**config.mk**
```make
export PLATFORM = sky130hd
export DESIGN_NAME = inst_encoder_flat
export DESIGN_NICKNAME = d
export VERILOG_FILES = /design/src/rtl/rv_pkg.sv /design/src/rtl/inst_encoder_if.sv /design/src/rtl/sync_fifo.sv /design/src/rtl/inst_encoder.sv /design/src/flat_wrapper.sv
export SDC_FILE = /design/constraint.sdc
export NUM_CORES = 1
export LEC_CHECK = 0
export ABC_AREA = 1
export BUFFER_PORTS_ARGS = -buffer_cell sky130_fd_sc_hd__buf_4
export CAP_MARGIN = 15
export CORE_ASPECT_RATIO = 1.1
export CORE_MARGIN = 3
export CORE_UTILIZATION = 49
export DETAILED_ROUTE_END_ITERATION = 16
export GPL_TIMING_DRIVEN = 0
export PLACE_DENSITY_LB_ADDON = 0.3
export SYNTH_ARGS = -nofsm -noshare
export SYNTH_HDL_FRONTEND = slang
export SYNTH_SLANG_ARGS = --single-unit
```
**constraint.sdc**
```tcl
create_clock -name clk -period 3.7 [get_ports clk]
set_input_delay 0.74 -clock clk [delete_from_list [all_inputs] [get_ports clk]]
set_output_delay 0.74 -clock clk [all_outputs]
set_load 0.005 [all_outputs]
```
**src/rtl/rv_pkg.sv**
```systemverilog
// rtl/rv_pkg.sv - RV32I format, opcode and error-code constants shared by the encoder slice
package rv_pkg;

    localparam logic [2:0] FMT_R   = 3'd0;
    localparam logic [2:0] FMT_I   = 3'd1;
    localparam logic [2:0] FMT_ISH = 3'd2;
    localparam logic [2:0] FMT_S   = 3'd3;
    localparam logic [2:0] FMT_B   = 3'd4;
    localparam logic [2:0] FMT_U   = 3'd5;
    localparam logic [2:0] FMT_J   = 3'd6;
    localparam logic [2:0] FMT_RSV = 3'd7;

    localparam logic [6:0] OP_IMM = 7'b0010011;
    localparam logic [6:0] BRANCH = 7'b1100011;
    localparam logic [6:0] JAL    = 7'b1101111;
    localparam logic [6:0] JALR   = 7'b1100111;
    localparam logic [6:0] LUI    = 7'b0110111;
    localparam logic [6:0] STORE  = 7'b0100011;
    localparam logic [6:0] LOAD   = 7'b0000011;

    localparam logic [2:0] ERR_NONE     = 3'd0;
    localparam logic [2:0] ERR_RANGE    = 3'd1;
    localparam logic [2:0] ERR_MISALIGN = 3'd2;
    localparam logic [2:0] ERR_U_LOW    = 3'd3;
    localparam logic [2:0] ERR_BAD_FMT  = 3'd4;

    // True when v is representable as an nbits-wide two's complement value.
    function automatic logic fits_signed(input logic [31:0] v, input int unsigned nbits);
        logic [31:0] hi;
        hi = 32'($signed(v) >>> (nbits - 1));
        return (hi == 32'h0) || (hi == 32'hFFFF_FFFF);
    endfunction

endpackage

```
**src/rtl/inst_encoder_if.sv**
```systemverilog
// rtl/inst_encoder_if.sv - command, encoded-word and status bundle of the instruction encoder
interface inst_encoder_if #(parameter int ICNT_W = 16);
    logic              in_valid;
    logic              in_ready;
    logic [2:0]        in_fmt;
    logic [6:0]        in_opcode;
    logic [2:0]        in_funct3;
    logic [6:0]        in_funct7;
    logic [4:0]        in_rd;
    logic [4:0]        in_rs1;
    logic [4:0]        in_rs2;
    logic [31:0]       in_imm;
    logic              out_valid;
    logic              out_ready;
    logic [31:0]       out_inst;
    logic              err_valid;
    logic [2:0]        err_code;
    logic [ICNT_W-1:0] inst_count;
    logic [7:0]        err_count;

    modport master (
        output in_valid, in_fmt, in_opcode, in_funct3, in_funct7, in_rd, in_rs1, in_rs2, in_imm,
        output out_ready,
        input  in_ready, out_valid, out_inst, err_valid, err_code, inst_count, err_count
    );

    modport slave (
        input  in_valid, in_fmt, in_opcode, in_funct3, in_funct7, in_rd, in_rs1, in_rs2, in_imm,
        input  out_ready,
        output in_ready, out_valid, out_inst, err_valid, err_code, inst_count, err_count
    );
endinterface

```
**src/rtl/sync_fifo.sv**
```systemverilog
// rtl/sync_fifo.sv - power-of-two synchronous FIFO whose read port holds the last popped word when empty
module sync_fifo #(
    parameter int DEPTH = 2,
    parameter int WIDTH = 32
) (
    input  logic             clk,
    input  logic             rst,
    input  logic             i_push,
    input  logic [WIDTH-1:0] i_wdata,
    input  logic             i_pop,
    output logic [WIDTH-1:0] o_rdata,
    output logic             o_full,
    output logic             o_empty
);
    localparam int AW = $clog2(DEPTH);

    logic [WIDTH-1:0] r_mem [DEPTH];
    logic [AW-1:0]    r_wr_ptr;
    logic [AW-1:0]    r_rd_ptr;
    logic [AW:0]      r_count;
    logic [WIDTH-1:0] r_last;

    assign o_full  = (r_count == (AW+1)'(DEPTH));
    assign o_empty = (r_count == '0);
    assign o_rdata = o_empty ? r_last : r_mem[r_rd_ptr];

    always_ff @(posedge clk) begin
        if (i_push) begin
            r_mem[r_wr_ptr] <= i_wdata;
        end
    end

    always_ff @(posedge clk) begin
        if (rst) begin
            r_wr_ptr <= '0;
            r_rd_ptr <= '0;
            r_count  <= '0;
            r_last   <= '0;
        end else begin
            if (i_push) begin
                r_wr_ptr <= r_wr_ptr + AW'(1);
            end
            if (i_pop) begin
                r_rd_ptr <= r_rd_ptr + AW'(1);
                r_last   <= r_mem[r_rd_ptr];
            end
            case ({i_push, i_pop})
                2'b10:   r_count <= r_count + (AW+1)'(1);
                2'b01:   r_count <= r_count - (AW+1)'(1);
                default: r_count <= r_count;
            endcase
        end
    end
endmodule

```
**src/rtl/inst_encoder.sv**
```systemverilog
// rtl/inst_encoder.sv - range-checks decoded RV32I fields and queues the packed instruction words
module inst_encoder
    import rv_pkg::*;
#(
    parameter int DEPTH  = 2,
    parameter int ICNT_W = 16
) (
    input  logic          clk,
    input  logic          rst,
    inst_encoder_if.slave bus
);
    logic              w_full;
    logic              w_empty;
    logic              w_accept;
    logic              w_push;
    logic              w_pop;
    logic [31:0]       w_word;
    logic [2:0]        w_err;
    logic [31:0]       w_imm;
    logic              r_err_valid;
    logic [2:0]        r_err_code;
    logic [ICNT_W-1:0] r_inst_count;
    logic [7:0]        r_err_count;

    assign w_imm    = bus.in_imm;
    assign w_accept = bus.in_valid && !w_full;
    assign w_push   = w_accept && (w_err == ERR_NONE);
    assign w_pop    = !w_empty && bus.out_ready;

    always_comb begin
        w_word = {25'd0, bus.in_opcode};
        case (bus.in_fmt)
            FMT_R:   w_word = {bus.in_funct7, bus.in_rs2, bus.in_rs1, bus.in_funct3, bus.in_rd, bus.in_opcode};
            FMT_I:   w_word = {w_imm[11:0], bus.in_rs1, bus.in_funct3, bus.in_rd, bus.in_opcode};
            FMT_ISH: w_word = {bus.in_funct7, w_imm[4:0], bus.in_rs1, bus.in_funct3, bus.in_rd, bus.in_opcode};
            FMT_S:   w_word = {w_imm[11:5], bus.in_rs2, bus.in_rs1, bus.in_funct3, w_imm[4:0], bus.in_opcode};
            FMT_B:   w_word = {w_imm[12], w_imm[10:5], bus.in_rs2, bus.in_rs1, bus.in_funct3,
                               w_imm[4:1], w_imm[11], bus.in_opcode};
            FMT_U:   w_word = {w_imm[31:12], bus.in_rd, bus.in_opcode};
            FMT_J:   w_word = {w_imm[20], w_imm[10:1], w_imm[11], w_imm[19:12], bus.in_rd, bus.in_opcode};
            default: w_word = {25'd0, bus.in_opcode};
        endcase
    end

    // Checks are ordered: the first matching rule decides the reported code.
    always_comb begin
        w_err = ERR_NONE;
        if (bus.in_fmt == FMT_RSV) begin
            w_err = ERR_BAD_FMT;
        end else if (bus.in_fmt == FMT_U && w_imm[11:0] != 12'd0) begin
            w_err = ERR_U_LOW;
        end else if ((bus.in_fmt == FMT_B || bus.in_fmt == FMT_J) && w_imm[0]) begin
            w_err = ERR_MISALIGN;
        end else if (((bus.in_fmt == FMT_I || bus.in_fmt == FMT_S) && !fits_signed(w_imm, 12)) ||
                     (bus.in_fmt == FMT_ISH && w_imm[31:5] != 27'd0) ||
                     (bus.in_fmt == FMT_B && !fits_signed(w_imm, 13)) ||
                     (bus.in_fmt == FMT_J && !fits_signed(w_imm, 21))) begin
            w_err = ERR_RANGE;
        end
    end

    sync_fifo #(.DEPTH(DEPTH), .WIDTH(32)) u_fifo (
        .clk     (clk),
        .rst     (rst),
        .i_push  (w_push),
        .i_wdata (w_word),
        .i_pop   (w_pop),
        .o_rdata (bus.out_inst),
        .o_full  (w_full),
        .o_empty (w_empty)
    );

    always_ff @(posedge clk) begin
        if (rst) begin
            r_err_valid  <= 1'b0;
            r_err_code   <= ERR_NONE;
            r_inst_count <= '0;
            r_err_count  <= 8'd0;
        end else begin
            r_err_valid <= w_accept && (w_err != ERR_NONE);
            if (w_accept && (w_err != ERR_NONE)) begin
                r_err_code <= w_err;
                if (r_err_count != 8'hFF) begin
                    r_err_count <= r_err_count + 8'd1;
                end
            end
            if (w_push) begin
                r_inst_count <= r_inst_count + ICNT_W'(1);
            end
        end
    end

    assign bus.in_ready   = !w_full;
    assign bus.out_valid  = !w_empty;
    assign bus.err_valid  = r_err_valid;
    assign bus.err_code   = r_err_code;
    assign bus.inst_count = r_inst_count;
    assign bus.err_count  = r_err_count;
endmodule
```
**src/flat_wrapper.sv**
```systemverilog
// flat-port wrapper written by rule: the top's interface ports become plain ports
module inst_encoder_flat import rv_pkg::*;
#(
    parameter int DEPTH  = 2,
    parameter int ICNT_W = 16
)
  (clk, rst, bus_in_valid, bus_in_fmt, bus_in_opcode, bus_in_funct3, bus_in_funct7, bus_in_rd, bus_in_rs1, bus_in_rs2, bus_in_imm, bus_out_ready, bus_in_ready, bus_out_valid, bus_out_inst, bus_err_valid, bus_err_code, bus_inst_count, bus_err_count);
  inst_encoder_if #(.ICNT_W(ICNT_W)) bus_i ();
  input  logic clk;
  input  logic rst;
  input wire logic [$bits(bus_i.in_valid)-1:0] bus_in_valid;
  input wire logic [$bits(bus_i.in_fmt)-1:0] bus_in_fmt;
  input wire logic [$bits(bus_i.in_opcode)-1:0] bus_in_opcode;
  input wire logic [$bits(bus_i.in_funct3)-1:0] bus_in_funct3;
  input wire logic [$bits(bus_i.in_funct7)-1:0] bus_in_funct7;
  input wire logic [$bits(bus_i.in_rd)-1:0] bus_in_rd;
  input wire logic [$bits(bus_i.in_rs1)-1:0] bus_in_rs1;
  input wire logic [$bits(bus_i.in_rs2)-1:0] bus_in_rs2;
  input wire logic [$bits(bus_i.in_imm)-1:0] bus_in_imm;
  input wire logic [$bits(bus_i.out_ready)-1:0] bus_out_ready;
  output wire logic [$bits(bus_i.in_ready)-1:0] bus_in_ready;
  output wire logic [$bits(bus_i.out_valid)-1:0] bus_out_valid;
  output wire logic [$bits(bus_i.out_inst)-1:0] bus_out_inst;
  output wire logic [$bits(bus_i.err_valid)-1:0] bus_err_valid;
  output wire logic [$bits(bus_i.err_code)-1:0] bus_err_code;
  output wire logic [$bits(bus_i.inst_count)-1:0] bus_inst_count;
  output wire logic [$bits(bus_i.err_count)-1:0] bus_err_count;
  assign bus_i.in_valid = bus_in_valid;
  assign bus_i.in_fmt = bus_in_fmt;
  assign bus_i.in_opcode = bus_in_opcode;
  assign bus_i.in_funct3 = bus_in_funct3;
  assign bus_i.in_funct7 = bus_in_funct7;
  assign bus_i.in_rd = bus_in_rd;
  assign bus_i.in_rs1 = bus_in_rs1;
  assign bus_i.in_rs2 = bus_in_rs2;
  assign bus_i.in_imm = bus_in_imm;
  assign bus_i.out_ready = bus_out_ready;
  assign bus_in_ready = bus_i.in_ready;
  assign bus_out_valid = bus_i.out_valid;
  assign bus_out_inst = bus_i.out_inst;
  assign bus_err_valid = bus_i.err_valid;
  assign bus_err_code = bus_i.err_code;
  assign bus_inst_count = bus_i.inst_count;
  assign bus_err_count = bus_i.err_count;
  inst_encoder #(.DEPTH(DEPTH), .ICNT_W(ICNT_W)) u_core (.clk(clk), .rst(rst), .bus(bus_i));
endmodule
```
==> out/summary.txt <==
Outcome - finished, final reports clean
Global-route wire length before repair - 25920 µm
Port bufs - 131
Final Hold Violating Endpoints - 0
Layout area overhead - 28.33%
Placed cells - 991
Mux cell area share after synthesis - 0.05162
# IOs - 133
Row count - 42
Syn Area/Cell - 8.801 µm²
Worst-Margin Slew - 0.9668 ns
Synth Area in XOR/XNOR - 0.02823
Cells after Synth - 705
TritonCTS buffer count - 17
Sequential fraction of the synthesis area - 0.5195
Netlist cell types - 35
Initial antenna violation count - 0
Fmax - 0.3154 GHz
DR vias - 5527
Post-synthesis simple-gate area fraction - 0.2142
Clock Latency Late Sink - 0.41 ns
Die X - 113.3 µm
Switching pwr - 1129 µW
Hold_ws - 0.4604 ns
Pin count of the biggest net entering global routing - 33
Tcrit/Tclk final - 0.8569
DRC Markers - 0
Nets - 930
Compound-gate portion of the synthesized area - 0.1285
Met3 WL - 1027 µm
GRT Residual Overflow - 0
Post-route ant nets - 0
Dpl hpwl - 12550 µm
CTS Buffer Depth - 2
Synthesis-stage register bit count - 129
WL met2 - 8060 µm
Unrepaired setup endpoints after global routing - no
Synth warnings - 0
Fillers - 1005
Highest Signal Layer - met4
Worst IR Drop VDD - 0.3285 mV
WL final - 16630 µm
Comb pwr share - 0.215
Normalized max-slew margin - 0.3540
Post-synth net total - 779
Pre-antenna DRT Iters - 5
Layout cells sized above 1 - 0.2209
Final setup vio count - 0
Cts repair resizes - 0
CP Launch Type - input port
Cell Int Power - 2972 µW
Post-CTS setup repair buffer count - 0
Drt wl/cell - 16.26 µm
Num Clock Sinks - 129
Worst path arrival time - 3.20 ns
Design Power - 4101 µW
Final std cells w/o fill - 1023
GR Util All Layers - 0.2386
Fin area - 7963 µm²
DR iter-0 viols - 331
Clock transition at path regs - 0.05 ns
Switch share - 0.2753
Max Clock Skew - 0.005576 ns
Number of max-cap violations - 0
Die area - 14050 µm²
Max Slew Vio Count - 0
Die H - 124.0 µm
Leak pwr - 0.003174 µW
Hold WC Path Type - reg -> reg
Final min period - 3.171 ns
Largest family of logic cells by synthesized area - simple AND/OR/NAND/NOR gates
Crit Path Class - in -> reg
CP Data Required Time - 3.73 ns
H-tree lvl count - 4
Post-synthesis adder-cell area fraction - 0.006050
M1 WL - 7046 µm
Placement Cell Area - 7403 µm²
Clock power share - 0.378
Hold_buf cts - 0
Critical path peak fanout - 32
CP Capture Type - flop
Via density per instance - 5.403
PwrDens - 515.0 nW/µm²
Root buffer cell - clkbuf_16
Initial core utilization - 0.5089
CTS tree - built
Number of global-route vias before repair - 5363
Number of diodes - 0
GPL Wtd Cong - 0.9400
Core area - 12190 µm²
Synth Cell Area - 6205 µm²
Sequential share of power - 0.407
[state kept, by name, indices dropped and copies added (netlist names), named ones only]
register                flops
u_core.bus.err_count        8
u_core.u_fifo.r_mem        64
u_core.bus.inst_count      16
u_core.u_fifo.r_wr_ptr      1
u_core.u_fifo.r_count       2
u_core.u_fifo.r_rd_ptr      1
u_core.bus.err_code         3
u_core.bus.err_valid        1
u_core.u_fifo.r_last       32
[synthesized netlist by cell type]
cell type | n | area share
a211o_1 | 1 | 0.0014
a211oi_1 | 32 | 0.039
a21oi_1 | 21 | 0.017
a21oi_2 | 9 | 0.013
a221o_1 | 1 | 0.0016
and2_1 | 2 | 0.0020
buf_1 | 5 | 0.0030
buf_4 | 1 | 0.0012
buf_8 | 1 | 0.0024
clkbuf_1 | 23 | 0.014
dfxtp_1 | 65 | 0.21
edfxtp_1 | 64 | 0.31
ha_1 | 3 | 0.0061
inv_1 | 50 | 0.030
inv_2 | 2 | 0.0012
mux2i_1 | 32 | 0.052
nand2_1 | 158 | 0.096
nand2_2 | 10 | 0.010
nand3_1 | 23 | 0.019
nand3_2 | 2 | 0.0032
nand4_1 | 12 | 0.012
nand4_4 | 1 | 0.0034
nor2_1 | 91 | 0.055
nor2_2 | 3 | 0.0030
nor2_8 | 1 | 0.0032
nor3_1 | 5 | 0.0040
nor3_2 | 1 | 0.0016
nor3b_1 | 1 | 0.0012
nor4_1 | 1 | 0.0010
o211ai_1 | 9 | 0.011
o21ai_0 | 48 | 0.039
o21ai_2 | 1 | 0.0014
o22ai_1 | 6 | 0.0061
xnor2_1 | 7 | 0.0099
xor2_1 | 13 | 0.018
[per-stage QoR]
stage                 util  setup TNS [ns]  setup WS (ns)
floorplan                -               0         0.5117
global placement    0.6056          -11.83        -0.3707
detailed placement  0.6072               0         0.1189
CTS                 0.6531               0         0.5459
global route        0.6531               0         0.3138
finish              0.6531               0         0.5294
[final cells by class]
class,count,area [µm²],share of cell area
Tap cell,154,192.7,0.02420
Timing Repair Buffer,132,998.5,0.1254
Clock inverter,4,21.27,0.002671
Clock buffer,28,538.0,0.06757
Multi-Input combinational cell,494,2666,0.3349
Inverter,52,195.2,0.02451
Sequential cell,129,3223,0.4048
Buffer,30,127.6,0.01603
[path summary, 6_finish.rpt]
kind                           endpoint  slack [ns]                     start  cells after the start
min                                flop        0.46    u_core.u_fifo.r_rd_ptr                      1
min reg2reg                        flop        0.46    u_core.u_fifo.r_rd_ptr                      1
max reg2reg  u_core.u_fifo.r_mem[1][20]        1.14  u_core.u_fifo.r_count[0]                      7
max          u_core.u_fifo.r_mem[1][20]        0.53            bus_in_imm[14]                     13
[worst max-delay path: stages]
cell and delay [ns]:
buf_4 0.12, nor2_1 0.23, inv_1 0.09, nor2_1 0.09
nand3_1 0.07, nor2_1 0.09, nor2_1 0.04, nor2_1 0.20
nand2_1 0.10, nor2_1 0.12, nand3_2 0.26, buf_4 0.29
nor2_4 0.74
[cells in the final DEF (no fill, tap or decap), types with 10 or more instances in the layout]
cell	count
dfxtp_1	65
nand4_1	12
a21oi_1	21
mux2i_1	32
o21ai_0	48
nand2_1	158
buf_4	132
clkbuf_1	28
xor2_1	13
clkbuf_16	18
edfxtp_1	64
nand2_2	10
nor2_1	90
a211oi_1	32
nand3_1	23
inv_1	50
[power by group through the flow]
stage	Combinational (µW)	Clock, µW	Sequential, µW
finish	882	1550	1670
global route	971	1630	1680
CTS	885	1560	1670
detailed placement	877	0	1700
global placement	845	0	1690
floorplan	464	0	1690
[kinds of logic after synthesis]
logic type | after synthesis
xor+xnor | 20
buf+inv | 82
compound gates | 128
fa+ha+maj | 3
simple gates | 311
mux | 32
flops | 129
[routing by layer]
layer / global-route usage / vias up
met2: 0.4015 / 206
met4: 0.1014 / 0
met5: 0 / -
met1: 0.2979 / 2577
met3: 0.05296 / 36
li1: - / 2708
No activity file was read; power rests on OpenSTA's default activity.
